`config.mk`:
```
export PLATFORM = sky130hd
export DESIGN_NAME = uart_receiver
export DESIGN_NICKNAME = d
export VERILOG_FILES = /design/src/rtl/uart_pkg.sv /design/src/rtl/rx_tick_gen.sv /design/src/rtl/uart_receiver.sv
export SDC_FILE = /design/constraint.sdc
export NUM_CORES = 1
export LEC_CHECK = 0
export CAP_MARGIN = 40
export CELL_PAD_IN_SITES_DETAIL_PLACEMENT = 1
export CELL_PAD_IN_SITES_GLOBAL_PLACEMENT = 2
export CORE_ASPECT_RATIO = 1.2
export CORE_UTILIZATION = 37
export DETAILED_ROUTE_END_ITERATION = 6
export PLACE_DENSITY_LB_ADDON = 0.1
export SYNTH_ARGS = -nofsm -noshare
export SYNTH_HDL_FRONTEND = slang
export SYNTH_SLANG_ARGS = --single-unit
```
`constraint.sdc`:
```
create_clock -name clk -period 4.6 [get_ports clk]
set_input_delay 1.38 -clock clk [delete_from_list [all_inputs] [get_ports clk]]
set_output_delay 1.38 -clock clk [all_outputs]
set_load 0.005 [all_outputs]
```
`src/rtl/uart_pkg.sv`:
```
// Shared UART definitions: receive/transmit FSM states, oversampling constants
// and the baud divider helper.
package uart_pkg;

    typedef enum logic [2:0] {
        IDLE      = 3'd0,
        START     = 3'd1,
        DATA      = 3'd2,
        STOP      = 3'd3,
        WAIT_IDLE = 3'd4
    } uart_state_e;

    localparam int OVERSAMPLE = 16;
    localparam int MID_SAMPLE = 7;

    // Clocks per oversample tick.
    function automatic int baud_div(input int clk_freq, input int baud);
        return clk_freq / (OVERSAMPLE * baud);
    endfunction

endpackage

```
`src/rtl/rx_tick_gen.sv`:
```
// Free-running 16x oversample tick generator; restart_i realigns the phase to
// a detected start edge.
module rx_tick_gen #(
    parameter int DIV = 1
) (
    input  logic clk_i,
    input  logic reset_i,
    input  logic restart_i,
    output logic tick_o
);

    localparam int CW = (DIV > 1) ? $clog2(DIV) : 1;
    localparam logic [CW-1:0] LAST = CW'(DIV - 1);

    logic [CW-1:0] cnt_q;
    logic [CW-1:0] cnt_d;

    always_comb begin
        cnt_d = cnt_q;
        if (restart_i || (cnt_q == LAST)) begin
            cnt_d = '0;
        end else begin
            cnt_d = cnt_q + CW'(1);
        end
    end

    always_ff @(posedge clk_i) begin
        if (!reset_i) begin
            cnt_q <= '0;
        end else begin
            cnt_q <= cnt_d;
        end
    end

    assign tick_o = (cnt_q == LAST);

endmodule

```
`src/rtl/uart_receiver.sv`:
```
// 8N1 UART receive path: 16x oversampled start/data/stop recovery with a
// valid/ready byte interface, framing-error pulse and sticky overrun flag.
module uart_receiver
    import uart_pkg::*;
#(
    parameter int WIDTH     = 8,
    parameter int CLK_FREQ  = 16_000_000,
    parameter int BAUD_RATE = 1_000_000
) (
    input  logic             clk,
    input  logic             reset,
    input  logic             rx,
    output logic [WIDTH-1:0] data,
    output logic             valid,
    input  logic             ready,
    output logic             frame_error,
    output logic             overrun,
    output logic             busy
);

    localparam int DIV = baud_div(CLK_FREQ, BAUD_RATE);
    localparam int NW  = (WIDTH > 1) ? $clog2(WIDTH) : 1;
    localparam logic [3:0]    S_MID  = 4'(MID_SAMPLE);
    localparam logic [3:0]    S_LAST = 4'(OVERSAMPLE - 1);
    localparam logic [NW-1:0] N_LAST = NW'(WIDTH - 1);

    if ((CLK_FREQ % (OVERSAMPLE * BAUD_RATE)) != 0 || DIV < 1) begin : g_bad_baud
        $error("uart_receiver: CLK_FREQ must be a multiple of 16*BAUD_RATE");
    end
    if (WIDTH < 2) begin : g_bad_width
        $error("uart_receiver: WIDTH must be at least 2");
    end

    logic             rx_meta_q;
    logic             rx_sync_q;
    logic             rx_prev_q;
    uart_state_e      state_q, state_d;
    logic [3:0]       s_q, s_d;
    logic [NW-1:0]    n_q, n_d;
    logic [WIDTH-1:0] shift_q, shift_d;
    logic [WIDTH-1:0] data_q, data_d;
    logic             valid_q, valid_d;
    logic             fe_q, fe_d;
    logic             ovr_q, ovr_d;
    logic             busy_q, busy_d;

    logic tick_s;
    logic fall_s;
    logic restart_s;
    logic stop_sample_s;
    logic commit_s;
    logic hs_s;

    rx_tick_gen #(
        .DIV (DIV)
    ) u_tick (
        .clk_i     (clk),
        .reset_i   (reset),
        .restart_i (restart_s),
        .tick_o    (tick_s)
    );

    assign fall_s = rx_prev_q & ~rx_sync_q;

    // Frame sequencing: start verification, data shifting, stop check.
    always_comb begin
        state_d       = state_q;
        s_d           = s_q;
        n_d           = n_q;
        shift_d       = shift_q;
        restart_s     = 1'b0;
        stop_sample_s = 1'b0;
        case (state_q)
            IDLE: begin
                if (fall_s) begin
                    state_d   = START;
                    s_d       = 4'd0;
                    restart_s = 1'b1;
                end else begin
                    state_d = IDLE;
                end
            end
            START: begin
                if (tick_s) begin
                    if (s_q == S_MID) begin
                        s_d     = 4'd0;
                        n_d     = '0;
                        state_d = rx_sync_q ? IDLE : DATA;
                    end else begin
                        s_d = s_q + 4'd1;
                    end
                end else begin
                    s_d = s_q;
                end
            end
            DATA: begin
                if (tick_s) begin
                    if (s_q == S_LAST) begin
                        s_d     = 4'd0;
                        shift_d = {rx_sync_q, shift_q[WIDTH-1:1]};
                        if (n_q == N_LAST) begin
                            state_d = STOP;
                        end else begin
                            n_d = n_q + NW'(1);
                        end
                    end else begin
                        s_d = s_q + 4'd1;
                    end
                end else begin
                    s_d = s_q;
                end
            end
            STOP: begin
                // Leaving mid-stop-bit lets a back-to-back start edge be caught.
                if (tick_s) begin
                    if (s_q == S_LAST) begin
                        s_d           = 4'd0;
                        stop_sample_s = 1'b1;
                        state_d       = rx_sync_q ? IDLE : WAIT_IDLE;
                    end else begin
                        s_d = s_q + 4'd1;
                    end
                end else begin
                    s_d = s_q;
                end
            end
            WAIT_IDLE: begin
                if (rx_sync_q) begin
                    state_d = IDLE;
                end else begin
                    state_d = WAIT_IDLE;
                end
            end
            default: begin
                state_d = IDLE;
                s_d     = 4'd0;
                n_d     = '0;
            end
        endcase
    end

    assign hs_s     = valid_q & ready;
    assign commit_s = stop_sample_s & rx_sync_q;

    // Output register next-state: byte commit, handshake and status flags.
    always_comb begin
        data_d  = data_q;
        valid_d = valid_q;
        ovr_d   = ovr_q;
        fe_d    = stop_sample_s & ~rx_sync_q;
        busy_d  = (state_d != IDLE);
        if (commit_s) begin
            data_d  = shift_q;
            valid_d = 1'b1;
            if (valid_q && !hs_s) begin
                ovr_d = 1'b1;
            end else begin
                ovr_d = 1'b0;
            end
        end else if (hs_s) begin
            valid_d = 1'b0;
            ovr_d   = 1'b0;
        end else begin
            valid_d = valid_q;
        end
    end

    // All state, with the rx synchronizer resetting to the idle level.
    always_ff @(posedge clk) begin
        if (!reset) begin
            rx_meta_q <= 1'b1;
            rx_sync_q <= 1'b1;
            rx_prev_q <= 1'b1;
            state_q   <= IDLE;
            s_q       <= 4'd0;
            n_q       <= '0;
            shift_q   <= '0;
            data_q    <= '0;
            valid_q   <= 1'b0;
            fe_q      <= 1'b0;
            ovr_q     <= 1'b0;
            busy_q    <= 1'b0;
        end else begin
            rx_meta_q <= rx;
            rx_sync_q <= rx_meta_q;
            rx_prev_q <= rx_sync_q;
            state_q   <= state_d;
            s_q       <= s_d;
            n_q       <= n_d;
            shift_q   <= shift_d;
            data_q    <= data_d;
            valid_q   <= valid_d;
            fe_q      <= fe_d;
            ovr_q     <= ovr_d;
            busy_q    <= busy_d;
        end
    end

    assign data        = data_q;
    assign valid       = valid_q;
    assign frame_error = fe_q;
    assign overrun     = ovr_q;
    assign busy        = busy_q;

endmodule

```
==> summary.md, run 1 <==
| Metric | Value |
|---|---|
| Synth Cell Area | 1453 µm² |
| Seq/Total Area, Yosys | 46.86% |
| Lkg Pwr | 0.7417 nW |
| Pre-antenna DRT Iters | 4 |
| Clock Sinks | 34 |
| CTS Buf Count | 5 |
| Worst-path clk slew | 70 ps |
| Leading post-synthesis cells by cell area | dfxtp_1 (47%), mux2i_1 (15%), nor2_1 (5.7%) |
| Ports | 16 |
| Number of hold violations in the final report | 0 |
| CTS Buffer Depth | 2 |
| Hold_buf cts | 0 |
| Placer Congestion | 0.7360 |
| Clock power frac | 40.1% |
| Hold Path Cell Cnt | 1 |
| Max-Slew Margin vs Limit | 55.36% |
| NumNets Final | 169 |
| Reg-to-reg startpoint | s_q[0] |
| Reg2reg setup slack | 2410 ps |
| Net Count, Synth | 155 |
| Post-synth cell types | 37 |
| First-pass GRT wire length | 5.285 mm |
| Sw frac | 21.27% |
| Hold Path Class | reg2reg |
| Slew Viols, Final | 0 |
| CP startpoint kind | primary input |
| GRT Residual Overflow | 0 |
| Actual slew at the worst max-slew pin | 667.7 ps |
| Iter 0 DRT Violations | 26 |
| Die ar. | 4182 µm² |
| Max_cap viols | 0 |
| Final ANT Viol Nets | 0 |
| Vias | 1063 |
| Largest net degree at the start of global routing | 22 |
| CTS tree | yes |
| Ant diodes | 0 |
| Total track usage | 16.95% |
| Via-per-instance ratio | 4.991 |
| Cts repair resizes | 0 |
| Area growth syn-to-layout | 17.31% |
| Count of final setup violators | 0 |
| Synth cell count leaders | dfxtp_1 (34), mux2i_1 (22), nor2_1 (22) |
| Final setup TNS | 0 ps |
| Worst-path fanout max | 21 |
| DRC violations left | 0 |
| Yosys top cell area share | 46.86% |
| YS warnings | 0 |
| RSZ-0062 raised after global routing | no |
| Hold Path Origin | rx_meta_q |
| Peak VDD IR | 0.2000 mV |
| Die X | 59.20 µm |
| WL/cell | 13.95 µm |
| Row count | 24 |
| CP Data Required Time | 4810 ps |
| Clk root buf | clkbuf_8 |
| Internal Pwr Total | 0.0004212 W |
| Post-synth top area cell | dfxtp_1 |
| Final WL | 2.972 mm |
| Post-layout min period | 2925 ps |
| Synth Instances | 148 |
| Critical path class | in2reg |
| Post-DP HPWL | 2.071 mm |
| Final core utilization | 46.14% |
| Clk_skew | 3.937 ps |
| Max Fclk | 341.8 MHz |
| Top FF cell, synth | dfxtp_1 |
| Tcrit/Tclk final | 63.59% |
| Top-count cell post-synth | dfxtp_1 |
| Clk_lat worst skew | 280 ps |
| Status | finished, final reports clean |
| CORE AREA | 3694 µm² |
| Postcts setup bufs | 0 |
| PortBufs | 15 |
| Worst Hold Endpoint | rx_sync_q |
| Critical path arrival | 3140 ps |
| Vias in the first global route | 1139 |
| Chip height | 70.64 µm |
| Gate power share | 3.6% |
| NetSw | 0.0001138 W |
| R2r endpoint | overrun |
| Syn avg cell area | 9.815 µm² |
| Layout cell share with drive strength beyond 1 | 6.211% |
| Worst reg2reg path depth | 5 |
| Initial Utilization | 39.33% |
| H-tree depth | 2 |
| CP endpoint kind | flop |
| Post-synth EDFFs | 0 |
| Async S/R FF share, synth | 0% |
| Reg power frac | 56.4% |
| Pwr dens | 314.0 nW/µm² |
| Register bit total from synthesis | 34 |
| Initial antenna violation count | 0 |
## final cells by class
type	count	area, µm²
well taps	52	65.06
fillers	448	1989
clock buffers	6	82.58
inverters	5	18.77
flip-flops and latches	34	680.7
multi-input cells	101	706.9
repair buffers	15	150.1
## registers in the layout, indices dropped and copies added, names as in the netlist, 3 cells and up
signal / cells
data: 8
shift_q: 8
s_q: 4
n_q: 3
state_q: 3
## layer usage
| layer | part of all wire [%] | vias to the layer above | GRT usage, % |
|---|---|---|---|
| met5 | 0 | - | 0 |
| met4 | 1.1 | 0 | 4.762 |
| met3 | 2.6 | 4 | 5.484 |
| met2 | 52 | 16 | 29.21 |
| met1 | 45 | 507 | 19.66 |
| li1 | - | 536 | - |
## worst max-delay path: stages
cell and delay, ps:
clkdlybuf4s50_1 650, inv_1 380, nor4_1 460, nand2_1 120
mux2i_1 140
## worst max path at each step
stage	slack, ps	to	cells after the start	from
3_5_place_dp	1350	n_q[2]	5	reset
5_1_grt	1440	n_q[2]	5	reset
6_report	1670	n_q[2]	5	reset
2_1_floorplan	2310	n_q[0]	5	reset
4_1_cts	1630	n_q[2]	5	reset
3_3_place_gp	1460	n_q[1]	5	reset
## cells in the final DEF (no fill, tap or decap), types with 2 or more instances in the layout
cell,Yosys,routed
dfxtp_1,34,34
mux2i_1,22,22
nor2_1,22,22
clkdlybuf4s50_1,0,15
nand2b_1,7,7
a21oi_1,7,7
nand2_1,7,7
clkbuf_8,0,6
inv_1,5,5
o21ai_0,5,5
and3b_1,3,3
ha_1,3,3
nand3_1,2,2
nor3_1,2,2
## power groups by stage
stage | combinational [W] | clock (W) | sequential, W
6_report | 0.0000190 | 0.000214 | 0.000302
5_1_grt | 0.0000214 | 0.000236 | 0.000302
4_1_cts | 0.0000194 | 0.000226 | 0.000302
3_5_place_dp | 0.0000191 | 0 | 0.000308
3_3_place_gp | 0.0000187 | 0 | 0.000308
2_1_floorplan | 0.0000144 | 0 | 0.000306
## kinds of logic (layout without fill, tap and decap cells)
kind of cell | after synthesis | in the layout | synth area share, %
buffers and inverters | 13 | 26 | 4.478
xor gates and xnor gates | 2 | 2 | 1.206
AOI/OAI and AO/OA | 21 | 21 | 9.905
muxes | 22 | 22 | 15.16
other | 1 | 1 | 0.2582
adders and majority gates | 3 | 3 | 2.584
and+or+nand+nor | 52 | 52 | 19.55
DFF | 34 | 34 | 46.86
## per-stage QoR
stage | hold WS (ps) | power [W] | std cells | setup WS (ps) | area [µm²]
2_1_floorplan | 386.3 | 0.0003208 | 148 | 2314 | 1453
3_3_place_gp | 397.5 | 0.0003267 | 207 | 1463 | 1622
3_5_place_dp | 397.7 | 0.0003272 | 207 | 1350 | 1622
4_1_cts | 414.9 | 0.0005465 | 213 | 1633 | 1704
5_1_grt | 419.0 | 0.0005592 | 213 | 1442 | 1704
6_report | 409.9 | 0.0005351 | 213 | 1675 | 1704
Note: power is estimated with default switching activity, not from simulation.
==> run 2: changes to the inputs <==
--- a/config.mk
+++ b/config.mk
@@ -9,7 +9,7 @@
 export CELL_PAD_IN_SITES_DETAIL_PLACEMENT = 1
 export CELL_PAD_IN_SITES_GLOBAL_PLACEMENT = 2
 export CORE_ASPECT_RATIO = 1.2
-export CORE_UTILIZATION = 37
+export CORE_UTILIZATION = 34
 export DETAILED_ROUTE_END_ITERATION = 6
 export PLACE_DENSITY_LB_ADDON = 0.1
 export SYNTH_ARGS = -nofsm -noshare
==> constraint.sdc (replaced) <==
create_clock -name clk -period 3.1 [get_ports clk]
set_input_delay 0.93 -clock clk [delete_from_list [all_inputs] [get_ports clk]]
set_output_delay 0.93 -clock clk [all_outputs]
set_load 0.005 [all_outputs]
==> run 2 against run 1 <==
Effect of this change:
- critical path depth unchanged
- hold slack improved by 4.2 ps
- utilization decreased by 2.6 points
- power increased by 60%
- global-route usage decreased by 1.8 points
- combinational power increased by 54%
- first-iteration DRC count increased by 15%
- clock skew about the same
- sequential power increased by 48%
- sequential cell count unchanged
- die area increased by 8.5%
- worst setup slack got worse by 700 ps
- largest power group unchanged
==> summary.md, run 2 (same netlist as run 1, synthesis figures left out) <==
| Metric | Value |
|---|---|
| Slew Viols, Final | 0 (unchanged) |
| Clk root buf | clkbuf_8 |
| Vias | 1085 (+2.1%) |
| CTS Buf Count | 5 (unchanged) |
| CTS Buffer Depth | 2 (unchanged) |
| Met1 Resource Use GR | 18.44% (-1.2 points) |
| Design area | 1742 µm² (+2.2%) |
| Commonest non-fill, non-tap cells in the layout | dfxtp_1 (34), mux2i_1 (22), nor2_1 (22), clkdlybuf4s50_1 (15), clkbuf_8 (8) |
| Postcts setup bufs | 0 (unchanged) |
| Reg2reg setup slack | 1020 ps (-1390 ps) |
| Pre-antenna DRT Iters | 4 (unchanged) |
| R2r endpoint | overrun |
| Most common cell after layout, fill and taps aside | dfxtp_1 |
| Final ANT Viol Nets | 0 (unchanged) |
| Total track usage | 15.15% (-1.8 points) |
| Via-per-instance ratio | 4.977 (-0.27%) |
| Hold_buf cts | 0 (unchanged) |
| Layout cell share with drive strength beyond 1 | 7.927% (+1.7 points) |
| Slowest cell delay on critical path | 670 ps (+20 ps) |
| Critical path arrival | 2330 ps (-810 ps) |
| Peak VDD IR | 0.2527 mV (+26%) |
| Hold Path Origin | rx_meta_q |
| CORE AREA | 4004 µm² (+8.4%) |
| Max_cap viols | 0 (unchanged) |
| Number of hold violations in the final report | 0 (unchanged) |
| Die X | 61.67 µm (+4.2%) |
| Fillcell total | 494 (+10%) |
| Actual slew at the worst max-slew pin | 635.3 ps (-32.45 ps) |
| CP Launch Point | reset |
| Clk_skew | 3.713 ps (-0.2242 ps) |
| Top delay family on crit path | buffers and inverters |
| Clk_lat worst skew | 280 ps (about the same) |
| Critical path class | in2reg |
| Ant diodes | 0 (unchanged) |
| Area post-placement | 1632 µm² (+0.62%) |
| CP startpoint kind | primary input |
| Max-Slew Margin vs Limit | 57.53% (+2.2 points) |
| Register area | 680.7 µm² (unchanged) |
| Reg-to-reg startpoint | s_q[0] |
| NumNets Final | 170 (+0.59%) |
| Cts repair resizes | 0 (unchanged) |
| M3 GR Usage | 3.169% (-2.3 points) |
| Final setup TNS | 0 ps (unchanged) |
| Chip height | 73.61 µm (+4.2%) |
| First-pass GRT wire length | 4.981 mm (-5.8%) |
| Placer Congestion | 0.7603 (+3.3%) |
| CP endpoint kind | flop |
| Lkg Pwr | 0.7609 nW (+2.6%) |
| Hold Path Class | reg2reg |
| Ports | 16 (unchanged) |
| Post-layout min period | 2121 ps |
| Worst Hold Endpoint | rx_sync_q |
| Worst-path fanout max | 10 (-52%) |
| Count of final setup violators | 0 (unchanged) |
| Most used routing layer | met2 |
| Hold Path Cell Cnt | 1 (unchanged) |
| Crit-path slowest cell | clkdlybuf4s50_1 |
| Worst reg2reg path depth | 5 (unchanged) |
| Power, Total | 0.0008535 W (+60%) |
| CTS tree | yes |
| Critical path, cell by cell | clkdlybuf4s50_1 -> inv_1 -> nor4_1 -> nand2_1 -> mux2i_1 |
| Iter 0 DRT Violations | 30 (+15%) |
| GRT Residual Overflow | 0 (unchanged) |
| Row count | 25 (+4.2%) |
| Status | finished, final reports clean |
| Vias in the first global route | 1078 (-5.4%) |
| Clock Sinks | 34 (unchanged) |
| GR Util met2 | 24.49% (-4.7 points) |
| Dpl cells | 210 (+1.4%) |
| Post-Layout Cell Count | 218 (+2.3%) |
| Final WL | 2.906 mm (-2.2%) |
| RSZ-0062 raised after global routing | no |
| Area growth syn-to-layout | 19.90% |
| Post-DP HPWL | 2.050 mm (-0.99%) |
| Initial antenna violation count | 0 (unchanged) |
| H-tree depth | 2 (unchanged) |
| Initial Utilization | 36.28% (-3.0 points) |
| Hold_ws | 414.0 ps (+4.189 ps) |
| PortBufs | 15 (unchanged) |
| Worst-path clk slew | 60 ps (about the same) |
| Tcrit/Tclk final | 68.41% |
| CP Data Required Time | 3310 ps (-1500 ps) |
| Die ar. | 4539 µm² (+8.5%) |
| Pwr dens | 490.1 nW/µm² (+56%) |
| Max Fclk | 471.5 MHz |
| Largest net degree at the start of global routing | 21 (-4.5%) |
| Area of the multi-input gates | 706.9 µm² (unchanged) |
| WL/cell | 13.33 µm (-4.5%) |
| DRC violations left | 0 (unchanged) |
| Buf+Inv Stages, Crit Path | 2 (unchanged) |
run 2: cell types whose count changed in the layout (fill, tap and decap cells not counted):
| cell | delta |
|---|---|
| buf_4 | +1 |
| clkbuf_8 | +2 |
run 2: worst max-delay path by stage:
stage | end | slack (ps) | cells past startpoint
floorplan | n_q[0] | 1260 | 5
global placement | n_q[1] | 800 | 5
detailed placement | n_q[0] | 690 | 5
CTS | valid | 980 | 1
global route | n_q[0] | 800 | 5
finish | n_q[2] | 980 | 5
run 2: metal layers:
metal	routed length, µm	part of all wire [%]
met5	0	0
met3	68	2.3
met2	1424	49
met4	68	2.3
met1	1345	46
run 2: final cells by class:
cell class | instances | area share, %
multi-input combinational | 101 | 40.59
sequential | 34 | 39.08
inverter | 5 | 1.078
clock buffer | 8 | 6.322
timing repair buffer | 16 | 9.052
tap | 54 | 3.879
run 2: per-stage QoR:
| stage | setup slack, ps | utilization (%) |
|---|---|---|
| after CTS | 979.4 | 43.50 |
| after floorplan | 1264 | - |
| final | 979.2 | 43.50 |
| after detailed placement | 694.6 | 40.75 |
| after global routing | 795.0 | 43.50 |
| after global placement | 802.7 | 40.75 |
run 2: power by group:
group	internal, W	switching [W]	total, W
combinational	0.0000131	0.0000161	0.0000292
sequential	0.000442	0.00000568	0.000447
clock	0.000224	0.000153	0.000377
